===== src/rtl/display_capture.sv =====
`timescale 1ns/1ps
`default_nettype none
// ============================================================================
// Module      : display_capture
// Description : Receive-side monitor for an 8-digit multiplexed seven-segment
//               display bus. Registers the scanned Anode/Cathode lines and
//               waits for each digit slot to hold steady. Once a slot is
//               stable it decodes the cathode pattern to a hex nibble and a
//               decimal point. When all eight slots have been captured it
//               publishes one coherent frame.
// Revision    : 1.0 - initial release
// ----------------------------------------------------------------------------
// Parameters
//   SETTLE      consecutive identical samples needed to accept a slot (1..15)
//   TO_W        stall counter width; stall after 2^TO_W-1 idle cycles
// Ports
//   clock       system clock, same domain as the display driver
//   reset       synchronous, active-low reset
//   Anode[7:0]  digit enables, active low, bit i = digit i
//   Cathode[7:0] segments, active low, [7:1] = a..g, [0] = dp
//   digits[31:0] published frame, nibble i = digit i
//   dps[7:0]    published decimal points, active high
//   seg_ok[7:0] bit i set when digit i matched the hex table
//   frame_done  one-cycle pulse when digits/dps/seg_ok update
//   ghost_err   sticky, a settled Anode had more than one low bit
//   stall       no digit accepted for 2^TO_W-1 cycles
// ============================================================================
module display_capture #(
    parameter int unsigned SETTLE = 4,
    parameter int unsigned TO_W   = 20
) (
    input  logic        clock,
    input  logic        reset,
    input  logic [7:0]  Anode,
    input  logic [7:0]  Cathode,
    output logic [31:0] digits,
    output logic [7:0]  dps,
    output logic [7:0]  seg_ok,
    output logic        frame_done,
    output logic        ghost_err,
    output logic        stall
);

    localparam logic [4:0]      c_settle = 5'(SETTLE);
    localparam logic [7:0]      c_idle   = 8'hFF;
    localparam logic [TO_W-1:0] c_one    = {{(TO_W-1){1'b0}}, 1'b1};

    typedef enum logic [1:0] {
        ST_WAIT     = 2'd0,
        ST_SETTLING = 2'd1,
        ST_HELD     = 2'd2
    } state_t;

    // ------------------------------------------------------------------
    // Input stage: current sample (s) and the one before it (p)
    // ------------------------------------------------------------------
    logic [7:0] r_s_an;
    logic [7:0] r_s_ca;
    logic [7:0] r_p_an;
    logic [7:0] r_p_ca;

    always_ff @(posedge clock) begin
        if (!reset) begin
            r_s_an <= c_idle;
            r_s_ca <= 8'hFF;
            r_p_an <= c_idle;
            r_p_ca <= 8'hFF;
        end else begin
            r_s_an <= Anode;
            r_s_ca <= Cathode;
            r_p_an <= r_s_an;
            r_p_ca <= r_s_ca;
        end
    end

    logic w_idle;
    logic w_changed;

    assign w_idle    = (r_s_an == c_idle);
    assign w_changed = ({r_s_an, r_s_ca} != {r_p_an, r_p_ca});

    // ------------------------------------------------------------------
    // Settle FSM
    // ------------------------------------------------------------------
    state_t     r_state;
    state_t     w_state_nxt;
    logic [3:0] r_cnt;
    logic [3:0] w_cnt_nxt;
    logic [4:0] w_cnt_inc;
    logic       w_accept;

    assign w_cnt_inc = {1'b0, r_cnt} + 5'd1;

    always_ff @(posedge clock) begin
        if (!reset) begin
            r_state <= ST_WAIT;
            r_cnt   <= 4'd0;
        end else begin
            r_state <= w_state_nxt;
            r_cnt   <= w_cnt_nxt;
        end
    end

    // A fresh sample counts as the first of a run (cnt=1). With SETTLE=1
    // that first sample is already enough, so it is accepted straight away.
    always_comb begin
        w_state_nxt = r_state;
        w_cnt_nxt   = r_cnt;
        w_accept    = 1'b0;
        case (r_state)
            ST_WAIT: begin
                if (!w_idle) begin
                    w_cnt_nxt = 4'd1;
                    if (c_settle <= 5'd1) begin
                        w_accept    = 1'b1;
                        w_state_nxt = ST_HELD;
                    end else begin
                        w_state_nxt = ST_SETTLING;
                    end
                end
            end
            ST_SETTLING: begin
                if (w_idle) begin
                    w_state_nxt = ST_WAIT;
                end else if (w_changed) begin
                    w_cnt_nxt = 4'd1;
                    if (c_settle <= 5'd1) begin
                        w_accept    = 1'b1;
                        w_state_nxt = ST_HELD;
                    end
                end else begin
                    w_cnt_nxt = w_cnt_inc[3:0];
                    if (w_cnt_inc >= c_settle) begin
                        w_accept    = 1'b1;
                        w_state_nxt = ST_HELD;
                    end
                end
            end
            ST_HELD: begin
                // A steady sample is never accepted twice; only a change
                // re-arms the settle sequence.
                if (w_changed) begin
                    if (w_idle) begin
                        w_state_nxt = ST_WAIT;
                    end else begin
                        w_cnt_nxt = 4'd1;
                        if (c_settle <= 5'd1) begin
                            w_accept = 1'b1;
                        end else begin
                            w_state_nxt = ST_SETTLING;
                        end
                    end
                end
            end
            default: begin
                w_state_nxt = ST_WAIT;
                w_cnt_nxt   = 4'd0;
            end
        endcase
    end

    // ------------------------------------------------------------------
    // Digit select classification
    // ------------------------------------------------------------------
    logic [7:0] w_low;
    logic       w_multi;
    logic       w_single;
    logic       w_acc_one;
    logic       w_acc_ghost;
    logic [7:0] w_acc_mask;

    // Clearing the lowest set bit leaves something only if two or more
    // digit enables are active at once.
    assign w_low       = ~r_s_an;
    assign w_multi     = |(w_low & (w_low - 8'd1));
    assign w_single    = (w_low != 8'h00) && !w_multi;
    assign w_acc_one   = w_accept && w_single;
    assign w_acc_ghost = w_accept && w_multi;
    assign w_acc_mask  = w_acc_one ? w_low : 8'h00;

    // ------------------------------------------------------------------
    // Segment decode, active-low a..g
    // ------------------------------------------------------------------
    logic [3:0] w_dec_nib;
    logic       w_dec_ok;

    always_comb begin
        w_dec_nib = 4'h0;
        w_dec_ok  = 1'b1;
        case (r_s_ca[7:1])
            7'h01:   w_dec_nib = 4'h0;
            7'h4F:   w_dec_nib = 4'h1;
            7'h12:   w_dec_nib = 4'h2;
            7'h06:   w_dec_nib = 4'h3;
            7'h4C:   w_dec_nib = 4'h4;
            7'h24:   w_dec_nib = 4'h5;
            7'h20:   w_dec_nib = 4'h6;
            7'h0F:   w_dec_nib = 4'h7;
            7'h00:   w_dec_nib = 4'h8;
            7'h04:   w_dec_nib = 4'h9;
            7'h08:   w_dec_nib = 4'hA;
            7'h60:   w_dec_nib = 4'hB;
            7'h31:   w_dec_nib = 4'hC;
            7'h42:   w_dec_nib = 4'hD;
            7'h30:   w_dec_nib = 4'hE;
            7'h38:   w_dec_nib = 4'hF;
            default: w_dec_ok  = 1'b0;
        endcase
    end

    // ------------------------------------------------------------------
    // Shadow buffer: one slot per digit, last accepted value wins
    // ------------------------------------------------------------------
    logic [31:0] w_sh_dig;
    logic [7:0]  w_sh_dp;
    logic [7:0]  w_sh_ok;

    genvar gi;
    generate
        for (gi = 0; gi < 8; gi++) begin : g_slot
            logic [3:0] r_nib;
            logic       r_dp;
            logic       r_ok;

            always_ff @(posedge clock) begin
                if (!reset) begin
                    r_nib <= 4'h0;
                    r_dp  <= 1'b0;
                    r_ok  <= 1'b0;
                end else if (w_acc_mask[gi]) begin
                    r_nib <= w_dec_nib;
                    r_dp  <= ~r_s_ca[0];
                    r_ok  <= w_dec_ok;
                end
            end

            assign w_sh_dig[gi*4 +: 4] = r_nib;
            assign w_sh_dp[gi]         = r_dp;
            assign w_sh_ok[gi]         = r_ok;
        end
    endgenerate

    // ------------------------------------------------------------------
    // Frame publish, ghost flag and stall watchdog
    // ------------------------------------------------------------------
    logic [7:0]      r_seen;
    logic [TO_W-1:0] r_stall_cnt;
    logic            w_publish;
    logic            w_stall_max;

    assign w_publish   = (r_seen == 8'hFF);
    assign w_stall_max = &r_stall_cnt;
    assign stall       = w_stall_max;

    always_ff @(posedge clock) begin
        if (!reset) begin
            r_seen      <= 8'h00;
            r_stall_cnt <= '0;
            digits      <= 32'h0;
            dps         <= 8'h00;
            seg_ok      <= 8'h00;
            frame_done  <= 1'b0;
            ghost_err   <= 1'b0;
        end else begin
            frame_done <= w_publish;
            if (w_publish) begin
                digits <= w_sh_dig;
                dps    <= w_sh_dp;
                seg_ok <= w_sh_ok;
            end
            // The publish reads the shadow as it stood before this cycle,
            // so an accept landing in the same cycle starts the next frame.
            r_seen <= (w_publish ? 8'h00 : r_seen) | w_acc_mask;
            if (w_acc_ghost) begin
                ghost_err <= 1'b1;
            end
            if (w_acc_one) begin
                r_stall_cnt <= '0;
            end else if (!w_stall_max) begin
                r_stall_cnt <= r_stall_cnt + c_one;
            end
        end
    end

endmodule
`default_nettype wire


===== config.mk =====
export PLATFORM = sky130hd
export DESIGN_NAME = display_capture
export DESIGN_NICKNAME = d
export VERILOG_FILES = /design/src/rtl/display_capture.sv
export SDC_FILE = /design/constraint.sdc
export NUM_CORES = 1
export LEC_CHECK = 0
export CAP_MARGIN = 20
export CELL_PAD_IN_SITES_DETAIL_PLACEMENT = 1
export CELL_PAD_IN_SITES_GLOBAL_PLACEMENT = 2
export CORE_MARGIN = 2
export CORE_UTILIZATION = 35
export CTS_BUF_LIST = sky130_fd_sc_hd__clkbuf_8 sky130_fd_sc_hd__clkbuf_16
export DETAILED_ROUTE_END_ITERATION = 7
export GPL_TIMING_DRIVEN = 0
export PLACE_DENSITY = 0.86
export SLEW_MARGIN = 10
export SYNTH_ARGS = -nofsm -noshare
export SYNTH_HDL_FRONTEND = slang
export SYNTH_SLANG_ARGS = --single-unit

===== constraint.sdc =====
create_clock -name clock -period 3.5 [get_ports clock]
set_input_delay 1.05 -clock clock [delete_from_list [all_inputs] [get_ports clock]]
set_output_delay 1.05 -clock clock [all_outputs]
set_load 0.1 [all_outputs]

# Word-level counts from Yosys, hierarchy flattened
# Index checks and enable logic that the tools add are counted.
dict set report totals {
  ff_bits 164
  input_bits 18
  output_inout_bits 51
  wordCells 104
}
dict set report classes {
  add_sub_neg 3
  n_lt_le_gt_ge 1
  eq_ne 25
  muxes 20
  n_bitwise 5
  n_reduce_logical 13
}
# cell count
set ops {}
lappend ops {{$pmux W4 S15} 1}
lappend ops {{$eq A7 B6 Y1 const B} 5}
lappend ops {{$eq A7 B7 Y1 const B} 4}
lappend ops {{$add A20 B1 Y20 const B} 1}
lappend ops {{$reduce_and A20 Y1} 1}
lappend ops {{$eq A8 B8 Y1 const B} 2}
lappend ops {{$mux W4} 4}
lappend ops {{$mux W8} 2}
lappend ops {{$ne A16 B16 Y1} 1}
lappend ops {{$reduce_or A16 Y1} 1}
lappend ops {{$eq A7 B3 Y1 const B} 2}
lappend ops {{$eq A7 B4 Y1 const B} 2}
lappend ops {{$pmux W4 S3} 1}
lappend ops {{$mux W2} 5}
lappend ops {{$and A8 B8 Y8} 1}
lappend ops {{$not A8 Y8} 1}
lappend ops {{$or A8 B8 Y8} 1}
lappend ops {{$reduce_bool A8 Y1} 1}
lappend ops {{$reduce_or A8 Y1} 1}
lappend ops {{$sub A8 B1 Y8 const B} 1}
lappend ops {{$eq A7 B1 Y1 const B} 1}
lappend ops {{$eq A7 B5 Y1 const B} 1}
lappend ops {{$logic_not A7 Y1} 1}
lappend ops {{$mux W1} 6}
lappend ops {{14 further kinds} 20}

# Logic depth before layout (Yosys ltp)
# Gate-level depths: netlist (run 1).
dict set report depth {
  depth_word 9
  ltp_mapped 8
  depth_no_buf 6
}

# Worst setup path before layout (run 1)
# OpenSTA, ideal clock, no wires.
dict set report synth_path {
  path_type {register to output}
  start {register r_stall_cnt[0]}
  end {output port stall}
  arrival_ns 2.440
  t_required_ns 2.450
  path_slack_ns 0.010
  path_stages_with_launch 5
  n_path_buf 0
  path_cell_list {dfxtp_1 -> ha_1 -> nand4_1 -> or4_1 -> nor2_1}
}
dict set report synth_between {
  elab_chain_len 1
}
# item line
set synth_lines {}
lappend synth_lines {{from (decl)} 247} ;# logic [TO_W-1:0] r_stall_cnt;
lappend synth_lines {{from (signal assigned)} 280} ;# r_stall_cnt <= r_stall_cnt + c_one;
lappend synth_lines {{$reduce_and A20 Y1} 252} ;# assign w_stall_max = &r_stall_cnt;
lappend synth_lines {{to (decl)} 41} ;# output logic stall
# No other way between the ends.

# Final worst setup path (run 1)
# Ends and elaborated chain as after synthesis.

==> impl_metrics.tcl, run 1 <==
set metrics [dict create \
    outcome "complete, no violations" \
    drt_iter0_markers 206 \
    critPathLaunchType "flop" \
    p_switching_w 0.000900 \
    clockBufferDepth 2 \
    antenna_cells 0 \
    vias_per_cell 5.00 \
    grt_max_degree 17 \
    dr.pass1.iters 4 \
    drcViolationCount 0 \
    yosys-top-cells-area "dfxtp_1 49%, nand2_1 9.4%, mux2i_1 7.5%" \
    nets 852 \
    ant_nets 0 \
    crit_path_start "r_stall_cnt[0]" \
    grt_antenna_before_repair 0 \
    skew_ns 0.00851 \
    fill_cells 2164 \
    ys_async_sr_fraction_pct 0 \
    p_int_w 0.00321 \
    overflow 0 \
    r2r_slack_ns 0.31 \
    r2r-end "r_stall_cnt[6]" \
    worstSetupEndpointType "output pin" \
    p_leak_nw 2.98 \
    drt-total-wl_um 18400 \
    grt_pass1_vias 5923 \
    io_pins 69 \
    period_share_pct 94.5 \
    die_h_um 143 \
    synth.lib_cells_used.distinct 54 \
    dr_total_vias 5517 \
    critical_path_peak_fanout 6 \
    synth.cell_area_um2 6760 \
    synth_warnings 0 \
    crit_end "stall" \
    power.density_nw_per_um2 489 \
    fmax_mhz 302 \
    layout_min_cycle_time_ns 3.31 \
    seq_area_frac_synth_pct 48.6 \
    p_total_w 0.00411 \
    die_area_um2 20400 \
    clkPwrFrac_pct 49.2 \
    max-vdd-ir-drop_mv 0.323 \
    port_buffers 68 \
    finalSetupViolations 0 \
    fin_util_pct 44.7 \
    clkTransAtPathRegs_ns 0.06 \
    die_w_um 143 \
    cp.required_ns 2.45 \
    combPwrFrac_pct 4.4 \
    path_class "reg2out" \
    hold_buffers 0 \
    rows 50 \
    cts_tree "built" \
    dpl.hpwl_um 13100 \
    r2r_cells 8 \
    drv_cap 0 \
    wire_per_inst_um 16.7 \
    coreArea_um2 18800 \
    min_from "g_slot[0].r_ok" \
    p_sw_share_pct 21.9 \
    synth_top_area_share_pct 48.6 \
    clock-sinks 164 \
    synth_flop_cell "dfxtp_1" \
    postSynthAreaPerCell_um2 9.10 \
    cts_made_buffers 17 \
    grt_pass1_wl_um 30400 \
    netlist_instances 743 \
    rsz0062_at_grt "false" \
    syn_to_final_growth_pct 24.4 \
    worstPathArrival_ns 2.26 \
    hold_viol 0 \
    cts-root-buf "clkbuf_16" \
    clock_latency_ns 0.43 \
    hold_class "reg2reg" \
    drive_above_1_share_pct 5.21 \
    initial_core_util_pct 35.9 \
    multiInputGateArea_um2 3250 \
    place_congestion 0.805 \
    synth-edff-count 0 \
    synth_nets 764 \
    track_usage_pct 18.9 \
    htree_levels 4 \
    drv_slew 0 \
    post-synth-top-area-cell "dfxtp_1" \
    ff_latch_area_um2 3280 \
    power_frac_seq_pct 46.4 \
    tightest_slew_ns 1.07 \
    cts_setup_buffers 0 \
    worst_slew_margin_rel_pct 27.8 \
    rr_startpoint "r_cnt[0]" \
    synth-seq-cells 164 \
    final_cell_mix "169 x nand2_1, 164 x dfxtp_1, 67 x clkdlybuf4s50_1" \
    mostFrequentLayoutCell "nand2_1" \
]
[power groups by stage]
stage	clock (W)	combinational, W	sequential [W]
after floorplan	0	0.000121	0.00194
after global placement	0	0.000177	0.00195
after detailed placement	0	0.000183	0.00195
after CTS	0.00207	0.000184	0.00191
after global routing	0.00215	0.000202	0.00191
final	0.00202	0.000182	0.00191
[cell usage after synthesis, types with 10 or more instances]
library cell and n:
a21boi_1 53, xor2_1 12, xnor2_1 18, a211oi_1 11, dfxtp_1 164, nand2_1 169, nand2b_1 36, nand4_1 13
nor3_1 11, nor2_1 29, clkbuf_1 45, nand3_1 13, mux2i_1 51, a21oi_1 10
[cell type report]
class / instances / share of cell area [%]
Inverter: 6 / 0.268
Clock inverter: 12 / 2.08
Buffer: 51 / 2.50
Clock buffer: 20 / 5.55
Tap cell: 260 / 3.87
Multi-Input combinational cell: 522 / 38.6
Timing Repair Buffer: 69 / 8.15
Sequential cell: 164 / 39.0
[worst max-delay path, stage by stage, from the launching register on]
cell and delay, ns:
dfxtp_1 0.39, ha_1 0.30, nand4_1 0.14, or4_1 0.52, nor2_1 0.14, clkbuf_4 0.34
[repair_timing]
action                     4_1_cts  5_1_grt
setup endpoints to repair        1        1
pin swaps                        0        0
gates resized for setup          5        1
cloned                           0        0
[kinds of logic after synthesis]
logic type                 count (synthesis)  synth area share [%]
and+or+nand+nor                          320                  23.3
buffers and inverters                     57                  3.44
muxes                                     51                  7.55
adders and majority gates                  3                 0.555
xor gates and xnor gates                  30                  3.89
AOI/OAI and AO/OA                        118                  12.7
DFF                                      164                  48.6
[worst min path at each step]
stage                 end  cells past startpoint
3_3_place_gp    r_seen[1]                      2
5_1_grt        digits[11]                      2
4_1_cts         r_seen[4]                      2
3_5_place_dp    seg_ok[1]                      2
2_1_floorplan   r_seen[3]                      2
6_report        seg_ok[0]                      2
[metrics by stage]
step	setup WS (ns)	cell area [um2]	cells	TNS, ns	hold WS [ns]
final	0.191	8410	1104	0	0.458
after global placement	-0.123	7770	1071	-0.830	0.439
after global routing	0.0539	8410	1104	0	0.474
after detailed placement	-0.179	7770	1072	-0.880	0.444
after floorplan	0.00990	6760	743	0	0.431
after CTS	0.0773	8410	1104	0	0.457
[metal layers]
| layer | wire (um) | part of all wire [%] | track usage [%] |
|---|---|---|---|
| met1 | 8370 | 46 | 23.9 |
| met2 | 9090 | 49 | 32.2 |
| met3 | 600 | 3.3 | 3.92 |
| met4 | 329 | 1.8 | 6.25 |
| met5 | 0 | 0 | 0 |
[state kept, by name (all words and copies together) (netlist names)]
| register | cells |
|---|---|
| digits | 32 |
| dps | 8 |
| frame_done | 1 |
| g_slot.r_dp | 8 |
| g_slot.r_nib | 32 |
| g_slot.r_ok | 8 |
| ghost_err | 1 |
| r_cnt | 4 |
| r_p_an | 8 |
| r_p_ca | 8 |
| r_s_an | 8 |
| r_s_ca | 8 |
| r_seen | 8 |
| r_stall_cnt | 20 |
| r_state | 2 |
| seg_ok | 8 |
Note: power is estimated with default switching activity, not from simulation.
==> inputs of run 2 (changes only) <==
CAP_MARGIN = unset   (was 20)
==> run 2 against run 1 <==
  * Critical path depth unchanged
  * Clock-buffer cell count unchanged
  * Hold slack worse by 0.0045 ns
  * Global-route usage down 0.12 points
  * Non-clock buffer count down 1
  * Fmax up 0.42%
  * Highest routed layer unchanged
  * Worst setup slack better by 0.014 ns
  * Combinational power about the same
  * Sequential cell count unchanged
  * Clock skew up 0.0063 ns
==> impl_metrics.tcl, run 2 (synthesized netlist as in run 1, its figures left out) <==
set metrics [dict create \
    clock-sinks 164 \
    cp.required_ns 2.45 \
    critical_path_peak_fanout 6 \
    wire_per_inst_um 16.7 \
    cts_made_buffers 17 \
    outcome "complete, no violations" \
    placedCellCount 1071 \
    multiInputGateArea_um2 3250 \
    die_area_um2 20400 \
    cts_tree "built" \
    syn_to_final_growth_pct 24.1 \
    path_class "reg2out" \
    p_leak_nw 2.96 \
    drv_cap 0 \
    ff_latch_area_um2 3280 \
    fin_cells 1103 \
    r2r-end "r_stall_cnt[6]" \
    fmax_mhz 303 \
    finish.instance_area_um2 8390 \
    track_usage_pct 18.8 \
    fin_util_pct 44.6 \
    drive_above_1_share_pct 5.22 \
    holdWs_ns 0.453 \
    worstPathArrival_ns 2.25 \
    drv_slew 0 \
    crit_path_start "r_stall_cnt[0]" \
    finalSetupTns_ns 0 \
    layout_min_cycle_time_ns 3.30 \
    hold_viol 0 \
    worst_slew_margin_rel_pct 30.1 \
    placed_cell_area_um2 7770 \
    dpl.hpwl_um 13100 \
    clock_latency_ns 0.43 \
    die_h_um 143 \
    skew_ns 0.0148 \
    mostFrequentLayoutCell "nand2_1" \
    fill_cells 2160 \
    min_from "g_slot[0].r_ok" \
    port_buffers 68 \
    dr_total_vias 5577 \
    r2r_slack_ns 0.36 \
    rr_startpoint "r_cnt[0]" \
    drt-total-wl_um 18400 \
    initial_core_util_pct 35.9 \
    drcViolationCount 0 \
    overflow 0 \
    antenna_cells 0 \
    rows 50 \
    period_share_pct 94.1 \
    crit_end "stall" \
    worstSetupEndpointType "output pin" \
    grt_antenna_before_repair 0 \
    tightest_slew_ns 1.04 \
    cts-root-buf "clkbuf_16" \
    nets 851 \
    vias_per_cell 5.06 \
    drt_iter0_markers 219 \
    rsz0062_at_grt "false" \
    coreArea_um2 18800 \
    grt_pass1_vias 5917 \
    io_pins 69 \
    die_w_um 143 \
    critPathLaunchType "flop" \
    ant_nets 0 \
    finalSetupViolations 0 \
    grt_max_degree 17 \
    final_cell_mix "169 x nand2_1, 164 x dfxtp_1, 67 x clkdlybuf4s50_1" \
    grt_pass1_wl_um 30100 \
    top_regs "digits x32, g_slot.r_nib x32, r_stall_cnt x20" \
    hold_class "reg2reg" \
    clockBufferDepth 2 \
    place_congestion 0.805 \
    clkTransAtPathRegs_ns 0.06 \
    r2r_cells 8 \
    power.density_nw_per_um2 482 \
    cts_setup_buffers 0 \
    max-vdd-ir-drop_mv 0.344 \
    dr.pass1.iters 4 \
    htree_levels 4 \
]
## run 2: cell count changes in the layout (fill, tap and decap cells not counted), sizes merged
cell / delta
buf: -1
bufinv: -1
inv: -2
clkinv: +3
## run 2: area by class of cell
class / count / area share [%]
multi-input combinational: 522 / 38.7
tap: 260 / 3.88
clock buffer: 20 / 5.56
sequential: 164 / 39.1
buffer: 51 / 2.51
timing repair buffer: 68 / 8.08
clock inverter: 12 / 1.83
inverter: 6 / 0.268
## run 2: power breakdown
part / internal (W) / switching (W) / total (W)
sequential: 0.00189 / 0.0000203 / 0.00191
clock: 0.00118 / 0.000773 / 0.00195
combinational: 0.0000745 / 0.000109 / 0.000184
## run 2: stage by stage
stage | power, W | setup slack [ns]
finish | 0.00404 | 0.205
floorplan | 0.00206 | 0.00990
CTS | 0.00408 | 0.107
global placement | 0.00213 | -0.123
global route | 0.00418 | 0.0638
detailed placement | 0.00213 | -0.164
## run 2: critical path, cell delays in order, from the launching register on
cell and delay [ns]:
dfxtp_1 0.39, ha_1 0.30, nand4_1 0.14, or4_1 0.52, nor2_1 0.13, clkbuf_4 0.34
## run 2: how the worst min path moves through the flow
stage | cells after the start | slack, ns | end
final | 2 | 0.45 | seg_ok[0]
after global routing | 2 | 0.47 | seg_ok[4]
after CTS | 2 | 0.46 | seg_ok[0]
after detailed placement | 2 | 0.44 | seg_ok[1]
after global placement | 2 | 0.44 | r_seen[1]
after floorplan | 2 | 0.43 | r_seen[3]
## run 2: layer usage
metal | routed length (um) | GRT usage [%]
met1 | 8430 | 23.0
met2 | 9120 | 32.7
met3 | 556 | 3.96
met4 | 258 | 6.46
met5 | 0 | 0
## run 2: what timing repair did
item                                    in CTS  in global routing
resized for setup                            5                  1
endpoints found under the setup margin       1                  1
pin swaps                                    0                  0
hold buffers                                 0                  0
==> edit 1, RTL diff (flow settings as in run 1) <==
Change the parameter `TO_W` from 20 to 24.
--- a/src/rtl/display_capture.sv
+++ b/src/rtl/display_capture.sv
@@ -27,7 +27,7 @@
 // ============================================================================
 module display_capture #(
     parameter int unsigned SETTLE = 4,
-    parameter int unsigned TO_W   = 20
+    parameter int unsigned TO_W   = 24
 ) (
     input  logic        clock,
     input  logic        reset,
Function: same outputs for any inputs over 10 cycles, from zero or initial values and one cycle with reset low; that may be too few to reach the edited logic, so the function may still have changed.
==> edit 1 against run 1 <==
Clock power down 2%; non-clock buffer count rose by 2; worst setup slack worse by 39 ps; routed wire length shrank 2.7%; synthesized cell count increased by 2.0%; sequential cell count rose by 4; final area increased by 2.8%; power shrank 0.32%; via count up 1.3%; synthesized area up 3.8%; critical path type unchanged.
==> edit 1: results (changes against run 1) <==
The wire length on met2 is 8480 um (-6.7%). The post-CTS resize count was 3 (-2). In this run the critical register-to-register path is captured at g_slot[4].r_ok$_SDFFE_PN0P_. The multi-input combinational area share is 39.0% (+0.43 points).

The placer congestion estimate came out at 0.774 (-3.9%). The routed via count is 5590 (+1.3%). The clock network power consumption was 1.97 mW (-2%). The relative slew slack came out at 27.4% (-0.34 points). The deepest clock path buffer count is 2 (unchanged).

The final net count came out at 866 (+1.6%). The cell count after synthesis came out at 758 (+2.0%). The total number of multi-input combinational cells came out at 529 (+1.3%). The fraction of final layout cells sized beyond drive strength 1 came out at 7.81% (+2.6 points).

The clock skew is 9.52 ps (+1.01 ps). The delay of the slowest cell on the worst path came out at 560 ps (+40 ps). The instance area after placement came to 8040 um^2 (+3.4%). The area overhead of the layout relative to synthesis is 23.3%. The placed wire-length estimate came to 12700 um (-3.2%). The maximum level of the CTS H-tree is 4 (unchanged).

The internal reg-to-reg setup slack is 950 ps (+640 ps). The number of distinct library cell variants in the gate-level netlist after synthesis is 55 (+1.9%). The non-clock buffer share of cell area is 10.9% (+0.25 points). The number of fill cells is 2292 (+5.9%). By area the synthesized netlist is led by dfxtp_1 (48%), nand2_1 (8.5%), mux2i_1 (7.0%).

The met1 wire length is 8750 um (+4.6%). The number of buffers added by the clock tree synthesis step came out at 17 (unchanged). The average vias per placed instance came to 4.98 (-0.39%). In the final layout, the registers with the most flip-flops are digits x32, g_slot.r_nib x32, r_stall_cnt x24. The number of cells traversed by the worst register-to-register path is 6 (-2). The routed wire length came to 17900 um (-2.7%). The beginning of the worst register-to-register path is r_s_ca[4]$_SDFF_PN1_.

The part of the Yosys area used for sequential elements is 47.9% (-0.63 points). The wire length of the first global-routing pass is 29100 um (-4.3%). The met2 track demand over resource came to 28.0% (-4.3 points).

The leakage power summed over all cells is 2.95 nW (-1.1%). The routing usage on met1 was 22.8% (-1.1 points). The placed cell count came to 1091 (+1.8%). The timing-limited maximum frequency was 299 MHz (-1.2%). The count of buffers from port buffering was 67 (-1.5%). The total track usage came out at 17.0% (-1.9 points). The arrival time at the worst endpoint is 2300 ps (+40 ps). The net count of the mapped netlist came to 779 (+2.0%). The run finished with clean final reports. The met3 wire length is 506 um (-16%). The clock tree cell share of total cell area came out at 7.09% (-0.54 points). The number of ordinary and repair buffers in the finished layout came out at 122 (+1.7%). The commonest cells after synthesis are dfxtp_1 (168), nand2_1 (159), a21boi_0 (50). The worst setup timing slack at the placement stage came to 12.6 ps (+191 ps). The cell type of the slowest stage on the worst timing path is clkdlybuf4s18_2. The power share of the clock group is 47.9% (-1.3 points). The register area is 3360 um^2 (+2.4%).

The internal power of the cells came out at 3.18 mW (-0.94%). The source-to-sink clock delay at the later pin of the worst-skew pair came out at 430 ps (about the same). The fraction of met3 tracks used by global routing was 3.67% (-0.26 points). The peak supply drop is 0.395 mV (+22%). The number of ordinary inverters in the final layout came out at 7 (+1). The flip-flop and latch count after synthesis came out at 168 (+2.4%). The starting DRC count in detailed routing came out at 285 (+38%).
==> edit 1: worst min path at each step <==
stage | end | startpoint | slack, ps
floorplan | r_seen[6]$_SDFF_PN0_ | r_seen[6]$_SDFF_PN0_ | 430
global placement | r_seen[5]$_SDFF_PN0_ | r_seen[5]$_SDFF_PN0_ | 440
detailed placement | g_slot[7].r_nib[0]$_SDFFE_PN0P_ | g_slot[7].r_nib[0]$_SDFFE_PN0P_ | 450
CTS | r_seen[5]$_SDFF_PN0_ | r_seen[5]$_SDFF_PN0_ | 460
global route | g_slot[7].r_nib[1]$_SDFFE_PN0P_ | g_slot[7].r_nib[1]$_SDFFE_PN0P_ | 480
finish | digits[23]$_SDFFE_PN0P_ | digits[23]$_SDFFE_PN0P_ | 460
==> edit 1: cell families after synthesis <==
kind of cell / synth area share (%)
xor gates and xnor gates: 3.74
and+or+nand+nor: 24.5
muxes: 6.99
DFF: 47.9
adders and majority gates: 0.535
AOI/OAI and AO/OA: 12.2
buffers and inverters: 4.14
==> edit 2, RTL diff (flow settings as in run 1) <==
Made on the original files. Encoding of `state_t`: now one-hot (3 bits for 3 states).
--- a/src/rtl/display_capture.sv
+++ b/src/rtl/display_capture.sv
@@ -45,10 +45,10 @@
     localparam logic [7:0]      c_idle   = 8'hFF;
     localparam logic [TO_W-1:0] c_one    = {{(TO_W-1){1'b0}}, 1'b1};
 
-    typedef enum logic [1:0] {
-        ST_WAIT     = 2'd0,
-        ST_SETTLING = 2'd1,
-        ST_HELD     = 2'd2
+    typedef enum logic [2:0] {
+        ST_WAIT     = 3'b001,
+        ST_SETTLING = 3'b010,
+        ST_HELD     = 3'b100
     } state_t;
 
     // ------------------------------------------------------------------
Check against the original RTL: same outputs for any inputs over 10 cycles, from zero or initial values and one cycle with reset low; not proved beyond that.
==> edit 2 against run 1 <==
Fmax increased by 2.5%; routed wire length decreased by 3.6%; synthesized area increased by 1.3%; power decreased by 1.8%; clock skew increased by 4.6 ps; clock power decreased by 6%; worst setup slack improved by 82 ps; count of clock-buffer cells in the layout decreased by 3; final area increased by 0.59%; combinational power increased by 19%; sequential cell count increased by 1.
==> edit 2: results (changes against run 1) <==
The run finished with clean final reports. The number of buffers added by the clock tree synthesis step came out at 17 (unchanged). The startpoint identified for the worst hold timing path is g_slot[1].r_nib[0]$_SDFFE_PN0P_. The clock skew is 13.1 ps (+4.57 ps). The number of distinct library cell variants in the gate-level netlist after synthesis came out at 59 (+9.3%). The source-to-sink clock delay at the later pin of the worst-skew pair is 430 ps (about the same). The xor-xnor portion of the synthesized cell area is 4.09% (+0.20 points). The routed via count came out at 5503 (-0.25%).

For hold timing, the worst endpoint is digits[4]$_SDFFE_PN0P_. The destination of the worst register-to-register timing path is g_slot[4].r_nib[3]$_SDFFE_PN0P_. The multiplexer fraction of the synthesized cell area was 7.30% (-0.25 points). The net count of the mapped netlist was 775 (+1.4%). The hold slack is 453 ps (-4.43 ps). The part of the Yosys area used for sequential elements came out at 48.2% (-0.35 points).

The peak supply drop came out at 0.363 mV (+13%). The via count of the first global-routing pass is 5637 (-4.8%). The fraction of the mapped netlist area in compound gates is 10.4% (-2.3 points).

The worst-path maximum fanout came to 11 (+5). The arrival time at the worst endpoint is 2180 ps (-80 ps). The routed wire length is 17700 um (-3.6%). The total setup buffers inserted after CTS is 0 (unchanged). The synthesized area divided by synthesized cell count came out at 9.09 um^2 (-0.15%).

The instance area after placement is 7870 um^2 (+1.2%). The final period demand of the worst path is 3230 ps (-81.8 ps). The placer congestion estimate came out at 0.790 (-1.9%). The leakage power summed over all cells is 2.82 nW (-5.4%).

The fraction of final layout cells sized beyond drive strength 1 came out at 7.15% (+1.9 points). The total track usage came out at 18.2% (-0.73 points). The placed wire-length estimate came out at 12400 um (-5.5%). The number of cells traversed by the worst register-to-register path came out at 7 (-1). The startpoint identified for the worst register-to-register timing path is r_s_ca[3]$_SDFF_PN1_. In this run the clock root is driven by a clkbuf_16. Ranked by total cell area, the synthesized netlist is headed by dfxtp_1 (48%), nand2_1 (9.3%), mux2i_1 (7.3%). The final net count is 862 (+1.2%). The non-filler instance count after layout is 1118 (+1.3%). The commonest cells after synthesis are nand2_1 (169), dfxtp_1 (165), a21oi_1 (67). The post-CTS resize count is 6 (+1). The relative slew slack is 33.4% (+5.7 points).

The worst setup timing slack at the placement stage came out at -404 ps (-225 ps). The synthesized-area fraction occupied by adder cells is 0.548% (-0.0073 points). The starting DRC count in detailed routing is 205 (-0.49%). The internal reg-to-reg setup slack is 900 ps (+590 ps). The deepest clock path buffer count is 2 (unchanged). The largest net degree at the start of global routing is 17 (unchanged). The wire length of the first global-routing pass was 29100 um (-4.2%). The worst hold path belongs to the class flip-flop to flip-flop. The final hold violation count is 0 (unchanged).

The most common flop cell mapped by yosys is dfxtp_1.
==> edit 2: cell types whose count changed after synthesis, moves of 5 or more <==
cell,before,now
a211oi_1,11,4
a21boi_1,53,0
a21oi_1,10,67
nand2b_1,36,31
nor4_1,7,2
nor4_4,4,11
o21a_1,5,11
or4_1,8,1
xnor2_1,18,12
xor2_1,12,20
==> edit 2: how the worst max path moves through the flow <==
stage | to | startpoint
after global placement | stall | r_stall_cnt[2]$_SDFFE_PP0N_
final | stall | r_stall_cnt[2]$_SDFFE_PP0N_
after floorplan | stall | r_stall_cnt[2]$_SDFFE_PP0N_
after global routing | stall | r_stall_cnt[10]$_SDFFE_PP0N_
after CTS | stall | r_stall_cnt[10]$_SDFFE_PP0N_
after detailed placement | stall | r_stall_cnt[2]$_SDFFE_PP0N_
==> edit 2: area by class of cell <==
type                       count  area [um^2]
buffer                        49          215
clock buffer                  17          425
clock inverter                14          166
fill                        2247        10900
inverter                       7         26.3
multi-input combinational    532         3310
sequential                   165         3300
tap                          265          332
timing repair buffer          69          686
==> edit 2: routing by layer <==
| metal | global-route usage, % | share of wire (%) | wire, um |
|---|---|---|---|
| met2 | 30.8 | 48 | 8500 |
| met4 | 5.16 | 1.4 | 248 |
| met1 | 23.5 | 48 | 8500 |
| met5 | 0 | 0 | 0 |
| met3 | 3.67 | 2.7 | 471 |
==> edit 2: power by group <==
part           switching, mW  internal (mW)
Sequential            0.0315           1.90
Clock                  0.823           1.07
Combinational          0.133         0.0830
Total                  0.987           3.05
==> edit 2: critical path: stages, from the launching register on <==
cell and delay, ps:
dfxtp_1 410, and4_1 200, clkbuf_1 240, and3_2 370
nand2_1 160, inv_1 90, buf_4 280
